===== src/rtl/rr_stream_arbiter.sv =====
// Packet-aware round-robin arbiter: NUM_REQ valid/ready producers share one
// registered valid/ready output stage that also carries the source index.

module rr_arb_lane #(
   parameter int ID_W = 2,
   parameter int LANE = 0
) (
   input  logic            rst_n,
   input  logic            can_accept,
   input  logic            found,
   input  logic [ID_W-1:0] grant,
   output logic            ready
);
   assign ready = rst_n & can_accept & found & (grant == ID_W'(LANE));
endmodule

module rr_stream_arbiter #(
   parameter  int NUM_REQ = 4,
   parameter  int WIDTH   = 8,
   localparam int ID_W    = $clog2(NUM_REQ)
) (
   input  logic                     clk,
   input  logic                     rst_n,
   input  logic [NUM_REQ-1:0]       in_valid,
   input  logic [NUM_REQ*WIDTH-1:0] in_data,
   input  logic [NUM_REQ-1:0]       in_last,
   output logic [NUM_REQ-1:0]       in_ready,
   output logic                     out_valid,
   output logic [WIDTH-1:0]         out_data,
   output logic                     out_last,
   output logic [ID_W-1:0]          out_id,
   input  logic                     out_ready
);
   typedef struct packed {
      logic             vld;
      logic             last;
      logic [ID_W-1:0]  id;
      logic [WIDTH-1:0] data;
   } beat_t;

   beat_t                           out_q;
   logic [ID_W-1:0]                 rr_ptr, lock_id, grant;
   logic                            locked, found, can_accept, xfer;
   logic [ID_W:0]                   idx;
   logic [NUM_REQ-1:0][WIDTH-1:0]   data_arr;

   assign data_arr   = in_data;
   assign can_accept = ~out_q.vld | out_ready;
   assign xfer       = |(in_valid & in_ready);

   // Rotating search from rr_ptr; a held lock overrides it entirely.
   always_comb begin
      found = 1'b0;
      grant = '0;
      idx   = '0;
      for (int k = 0; k < NUM_REQ; k++) begin
         idx = {1'b0, rr_ptr} + (ID_W+1)'(k);
         if (idx >= (ID_W+1)'(NUM_REQ)) idx = idx - (ID_W+1)'(NUM_REQ);
         if (!found && in_valid[idx[ID_W-1:0]]) begin
            found = 1'b1;
            grant = idx[ID_W-1:0];
         end
      end
      if (locked) begin
         grant = lock_id;
         found = in_valid[lock_id];
      end
   end

   for (genvar i = 0; i < NUM_REQ; i++) begin : g_lane
      rr_arb_lane #(.ID_W(ID_W), .LANE(i)) u_lane (
         .rst_n      (rst_n),
         .can_accept (can_accept),
         .found      (found),
         .grant      (grant),
         .ready      (in_ready[i])
      );
   end

   always_ff @(posedge clk or negedge rst_n) begin
      if (!rst_n) begin
         out_q   <= '0;
         rr_ptr  <= '0;
         locked  <= 1'b0;
         lock_id <= '0;
      end else if (xfer) begin
         out_q <= '{vld: 1'b1, last: in_last[grant], id: grant, data: data_arr[grant]};
         if (in_last[grant]) begin
            locked <= 1'b0;
            rr_ptr <= (grant == ID_W'(NUM_REQ-1)) ? '0 : grant + 1'b1;
         end else begin
            locked  <= 1'b1;
            lock_id <= grant;
         end
      end else if (out_ready) begin
         out_q.vld <= 1'b0;
      end
   end

   assign out_valid = out_q.vld;
   assign out_data  = out_q.data;
   assign out_last  = out_q.last;
   assign out_id    = out_q.id;
endmodule


===== config.mk =====
export PLATFORM = sky130hd
export DESIGN_NAME = rr_stream_arbiter
export DESIGN_NICKNAME = d
export VERILOG_FILES = /design/src/rtl/rr_stream_arbiter.sv
export SDC_FILE = /design/constraint.sdc
export NUM_CORES = 1
export LEC_CHECK = 0
export ABC_AREA = 1
export CAP_MARGIN = 30
export CORE_MARGIN = 2
export CORE_UTILIZATION = 43
export CTS_CLUSTER_DIAMETER = 150
export CTS_CLUSTER_SIZE = 12
export DETAILED_ROUTE_END_ITERATION = 6
export PLACE_DENSITY_LB_ADDON = 0.25
export SLEW_MARGIN = 0
export SYNTH_ARGS = -nofsm -noshare
export SYNTH_HDL_FRONTEND = slang
export SYNTH_SLANG_ARGS = --single-unit

===== constraint.sdc =====
create_clock -name clk -period 4 [get_ports clk]
set_clock_uncertainty 0.1 [all_clocks]
set_input_delay 1.2 -clock clk [delete_from_list [all_inputs] [get_ports clk]]
set_output_delay 1.2 -clock clk [all_outputs]
set_load 0.01 [all_outputs]

==> flow_summary.yaml, run 1 <==
status:
  status: "finished, final reports clean"
logic_synthesis:
  synthArstFlopShare_pct: 100.0
  yosysSeqAreaShare_pct: 30.47
  syn_inst: 234
  synth.area.top_cells: "nand2_1, dfrtp_1, nand3_1"
  synth_edf_count: 0
  ys_ff_latch: 17
  synthTopCellsByCount: "nand2_1, dfrtp_1, nand3_1"
  synth_top_area_share_pct: 39.25
  yosysMostFrequentCell: "nand2_1"
  ys_types: 22
  netlist_area_mm2: 0.001396
  synth_top_area_cell: "nand2_1"
  synth_top_flop_cell: "dfrtp_1"
  synthesis.nets: 277
  synth_area_per_cell_um2: 5.967
  ys_warn_count: 0
floorplanning:
  start_util_pct: 45.37
  row_count: 20
  ios: 59
  dieWidth_um: 60.99
  die_y_um: 60.99
  core-area_mm2: 0.003078
  floorplan.die_area_mm2: 0.003719
drt:
  vias: 1731
  wl_um: 4205
  first_pass_iters: 4
  first_iter_violations: 97
  viasPerCell: 4.849
  wl_per_cell_um: 11.78
  drc: 0
  ant_nets: 0
placed_design:
  dp_hpwl_um: 2997
  dpl.cell_count: 341
  place.gp.congestion: 0.8238
  port_buffers: 58
  pre_cts_slack_ns: -0.5916
power_and_ir_drop:
  finalPower_w: 0.001980
  irDropWorstVdd_v: 0.0004215
  p_leak_nw: 1.193
  p_per_area_mw_per_mm2: 879.0
clock_tree:
  clk_latency_ns: 0.28
  ctsHoldBuffers: 0
  cts_tree: "done"
  htreeDepth: 1
  numCtsBuffers: 3
  clockRootBuffer: "clkbuf_4"
  cts_sinks: 17
  cts.path.max_buffers: 2
  clk_transition_reported_paths_ns: 0.09
setup_path:
  cpPeakStageDelay_ns: 0.24
  critPathKind: "input port to primary output"
  end_kind: "primary output"
  required_ns: 2.70
  critPathLaunchType: "input port"
  crit_chain: "dlygate4sd2_1 -> inv_2 -> nand2_2 -> nand3_2 -> nand2_2 -> inv_4 -> buf_4 -> nand2_1 -> nand2_1 -> nand3_2 -> nand2_4 -> nand2_2 -> nor2_2 -> buf_2"
  crit_slowest_cell: "dlygate4sd2_1"
  worstPathMaxFanout: 5
  arrival_ns: 2.65
  path_common_cell: "nand2_2"
  r2r_slack_ns: 1.27
  reg2regPathDepth: 19
sta:
  hold_slack_ns: 0.3849
  tightest_slew_ns: 0.4030
  rsz0062_at_grt: "yes"
  max_freq_ghz: 0.2530
  finalHoldViolCount: 0
  slew_viol_final: 0
  period_share_pct: 98.82
  setup_violations: 0
  setup_ws_ns: 0.04714
  period_needed_ns: 3.953
  max_slew_margin_pct: 73.13
global_routing:
  grt_pass1_vias: 1627
  overflow: 0
  met2_usage_pct: 47.16
  antenna_found_initial: 0
  grt_pass1_wl_um: 6886
  grt_use_met1_pct: 28.24
  grt_usage_pct: 24.51
  grt_use_met3_pct: 5.117
  top_usage_layer: "met2"
  grt_max_degree: 19
layout:
  finalNonFillerCells: 357
  antenna_cells: 0
  nNetsFinal: 357
  utilization_pct: 73.17
  syn_to_final_growth_pct: 61.29
  drive_gt1_share_pct: 23.96
min_path:
  hold_depth: 2
  hold_path.class: "flip-flop to flip-flop"
job:
  cap_violations: 0
## cells in the final DEF, fill, tap and decap left out, drive strengths merged
cell type      instances
dlygate4sd2            2
clkdlybuf4s15          2
dfrtp                 17
clkbuf                 4
o21bai                 1
nor3                   3
o21ai                  7
a21oi                  2
nand3                 16
o211ai                 1
inv                   13
buf                   33
nand4                  3
clkdlybuf4s50         50
nand2                151
nor2                   8
## final cells by class
class                           instances  area (µm²)
Inverter                               13       56.30
Fill cell                             296       825.8
Tap cell                               44       55.05
Timing Repair Buffer                   87       775.7
Multi-Input combinational cell        192       913.4
Sequential cell                        17       425.4
Clock buffer                            4       26.28
## report_power, final
| group | switching (W) | internal (W) | leakage (nW) | total (W) |
|---|---|---|---|---|
| Sequential | 0.0000744 | 0.000253 | 0.213 | 0.000327 |
| Clock | 0.0000486 | 0.0000387 | 0.0150 | 0.0000873 |
| Combinational | 0.000879 | 0.000686 | 0.965 | 0.00157 |
## cells by family after synthesis
family          count (synthesis)  share of synthesized area [%]
buf+inv                        25                          10.48
compound gates                 11                          4.301
simple gates                  181                          54.75
flops                          17                          30.47
## worst max-delay path: cells and delay by family
kind | cells | cell delay (ns)
and+or+nand+nor | 9 | 0.82
buffers and inverters | 5 | 0.64
## through the flow
step	instance area (µm²)	setup TNS [ns]
5_1_grt	2252	-0.1431
4_1_cts	2200	0
6_report	2252	0
2_1_floorplan	1396	0
3_3_place_gp	2067	-2.220
3_5_place_dp	2067	-2.303
## routing by layer
layer	vias up	wire length (µm)
met4	0	85
met1	794	1684
met3	8	198
li1	876	-
met5	-	0
met2	53	2237
## state kept, by name, indices dropped and copies added (netlist names)
name / cells
rr_ptr: 2
out_valid: 1
lock_id: 2
locked: 1
out_last: 1
out_data: 8
out_id: 2
## final timing paths
check                                 start     endpoint
worst max-delay path            in_valid[1]  in_ready[2]
worst min-delay path            out_data[5]  out_data[5]
worst max register to register    rr_ptr[0]    rr_ptr[1]
worst min register to register  out_data[5]  out_data[5]
max in group asynchronous             rst_n  out_data[2]
min in group asynchronous             rst_n       locked
## repair_timing
action,CTS,global route
pin swaps,18,10
setup endpoints to repair,4,4
resized for setup,39,13
setup buffers,9,4
gates cloned,0,0
endpoints found under the hold margin,0,0
No activity file was read; power rests on OpenSTA's default activity.
==> run 2, diff against run 1 <==
--- a/config.mk
+++ b/config.mk
@@ -6,9 +6,9 @@
 export NUM_CORES = 1
 export LEC_CHECK = 0
 export ABC_AREA = 1
-export CAP_MARGIN = 30
 export CORE_MARGIN = 2
 export CORE_UTILIZATION = 43
+export CTS_BUF_LIST = sky130_fd_sc_hd__clkbuf_16
 export CTS_CLUSTER_DIAMETER = 150
 export CTS_CLUSTER_SIZE = 12
 export DETAILED_ROUTE_END_ITERATION = 6
==> constraint.sdc (replaced) <==
create_clock -name clk -period 4.5 [get_ports clk]
set_clock_uncertainty 0.1 [all_clocks]
set_input_delay 1.35 -clock clk [delete_from_list [all_inputs] [get_ports clk]]
set_output_delay 1.35 -clock clk [all_outputs]
set_load 0.01 [all_outputs]
==> run 2 against run 1 <==
Critical path depth decreased by 7. Routed wire length down 6.4%. Utilization is 0.57 points higher. Clock power increased by 92%. Sequential power down 12%. Non-clock buffer count decreased by 7. Count of clock-buffer cells in the layout shrank 1. Worst hold slack lost 0.013 ns. Critical path type unchanged. Critical endpoint is now in_ready[1]. Largest cell class unchanged. Largest power group unchanged.
==> flow_summary.yaml, run 2 (same netlist as run 1, synthesis figures left out) <==
status:
  status: "finished, final reports clean"
layout:
  drive_gt1_share_pct: 22.88
  syn_to_final_growth_pct: 62.55
  largest_register_ffs: 8
  utilization_pct: 73.74
  layout_commonest_cell: "nand2_1"
  finalInstanceArea_mm2: 0.002270
  nNetsFinal: 350
  layout_common_cells: "nand2_1, clkdlybuf4s50_1, buf_4, dfrtp_1, nand2_2"
  antenna_cells: 0
placed_design:
  post_dp_cell_area_mm2: 0.002059
  port_buffers: 58
  place.gp.congestion: 0.8395
  dp_hpwl_um: 2938
clock_tree:
  htreeDepth: 1
  numCtsBuffers: 3
  clockRootBuffer: "clkbuf_16"
  clk_transition_reported_paths_ns: 0.05
  clk_latency_ns: 0.24
  cts_sinks: 17
  ctsHoldBuffers: 0
  cts_tree: "done"
  cts.path.max_buffers: 2
min_path:
  min-delay-start: "out_data[7]"
  hold_path.class: "flip-flop to flip-flop"
setup_path:
  crit_start: "out_ready"
  rr_startpoint: "rr_ptr[0]"
  end_kind: "primary output"
  required_ns: 3.05
  critPathKind: "input port to primary output"
  critPathLaunchType: "input port"
  arrival_ns: 2.77
  worstPathMaxFanout: 4
floorplanning:
  start_util_pct: 45.37
  row_count: 20
  die_y_um: 60.99
  ios: 59
  dieWidth_um: 60.99
  floorplan.die_area_mm2: 0.003719
  core-area_mm2: 0.003078
drt:
  first_pass_iters: 4
  wl_um: 3934
  first_iter_violations: 84
  wl_per_cell_um: 11.24
  vias: 1665
  ant_nets: 0
  drc: 0
  viasPerCell: 4.757
global_routing:
  grt_pass1_wl_um: 6465
  top_usage_layer: "met2"
  grt_usage_pct: 23.20
  antenna_found_initial: 0
  grt_max_degree: 19
  overflow: 0
  grt_use_met3_pct: 6.397
  met2_usage_pct: 40.86
  grt_use_met1_pct: 28.27
  grt_pass1_vias: 1520
sta:
  hold_slack_ns: 0.3717
  setup_violations: 0
  finalHoldViolCount: 0
  max_freq_ghz: 0.2370
  rsz0062_at_grt: "no"
  period_needed_ns: 4.220
  setup_tns_ns: 0
  max_slew_margin_pct: 69.82
  period_share_pct: 93.78
  tightest_slew_ns: 0.4479
  slew_viol_final: 0
power_and_ir_drop:
  p_per_area_mw_per_mm2: 776.0
  p_leak_nw: 1.216
  finalPower_w: 0.001761
  irDropWorstVdd_v: 0.0005035
job:
  cap_violations: 0
[run 2: cell count changes in the layout (fill, tap and decap cells not counted), moves of 2 or more]
cell / delta
dlymetal6s2s_1: +4
buf_4: -8
clkbuf_4: -3
dlygate4sd2_1: -2
clkbuf_16: +3
clkdlybuf4s15_1: -2
nand2_2: +2
nand2_1: -2
[run 2: cell type report]
class	count	area [µm²]
clock buffer	3	75.07
clock inverter	1	3.754
fill	271	808.3
inverter	13	56.30
multi-input combinational	192	914.6
sequential	17	425.4
tap	44	55.05
timing repair buffer	80	739.5
[run 2: worst max-delay path, cell delays in order]
cell	delay (ns)
clkdlybuf4s50_1	0.47
o21ai_0	0.18
nor3_4	0.25
inv_2	0.09
buf_4	0.15
nor2_2	0.12
buf_2	0.15
[run 2: power breakdown]
group	switching [W]	leakage (nW)	total [W]	internal, W
sequential	0.0000635	0.213	0.000289	0.000226
clock	0.0000510	0.0423	0.000168	0.000117
combinational	0.000746	0.961	0.00130	0.000557
total	0.000861	1.22	0.00176	0.000901
[run 2: stage by stage]
stage / worst slack, ns / instances
detailed placement: -0.3959 / 340
finish: 0.2797 / 350
global placement: -0.3692 / 340
global route: 0.2075 / 350
floorplan: 0.4988 / 234
CTS: 0.02849 / 348
[run 2: per-layer routing]
| layer | vias up | wire (µm) |
|---|---|---|
| li1 | 868 | - |
| met1 | 728 | 1619 |
| met2 | 57 | 1954 |
| met3 | 12 | 249 |
| met4 | 0 | 111 |
| met5 | - | 0 |
[run 2: worst paths after layout]
kind	slack (ns)	cells past startpoint	to
min	0.37	2	out_data[7]
max	0.28	7	in_ready[1]
min in group asynchronous	1.35	2	out_last
max reg2reg	2.03	18	rr_ptr[0]
max in group asynchronous	2.76	2	out_id[0]
min reg2reg	0.37	2	out_data[7]
[run 2: repair_timing]
item,in CTS,in global routing
pin swaps,6,13
setup buffers,4,2
setup endpoints to repair,4,4
resized for setup,29,23
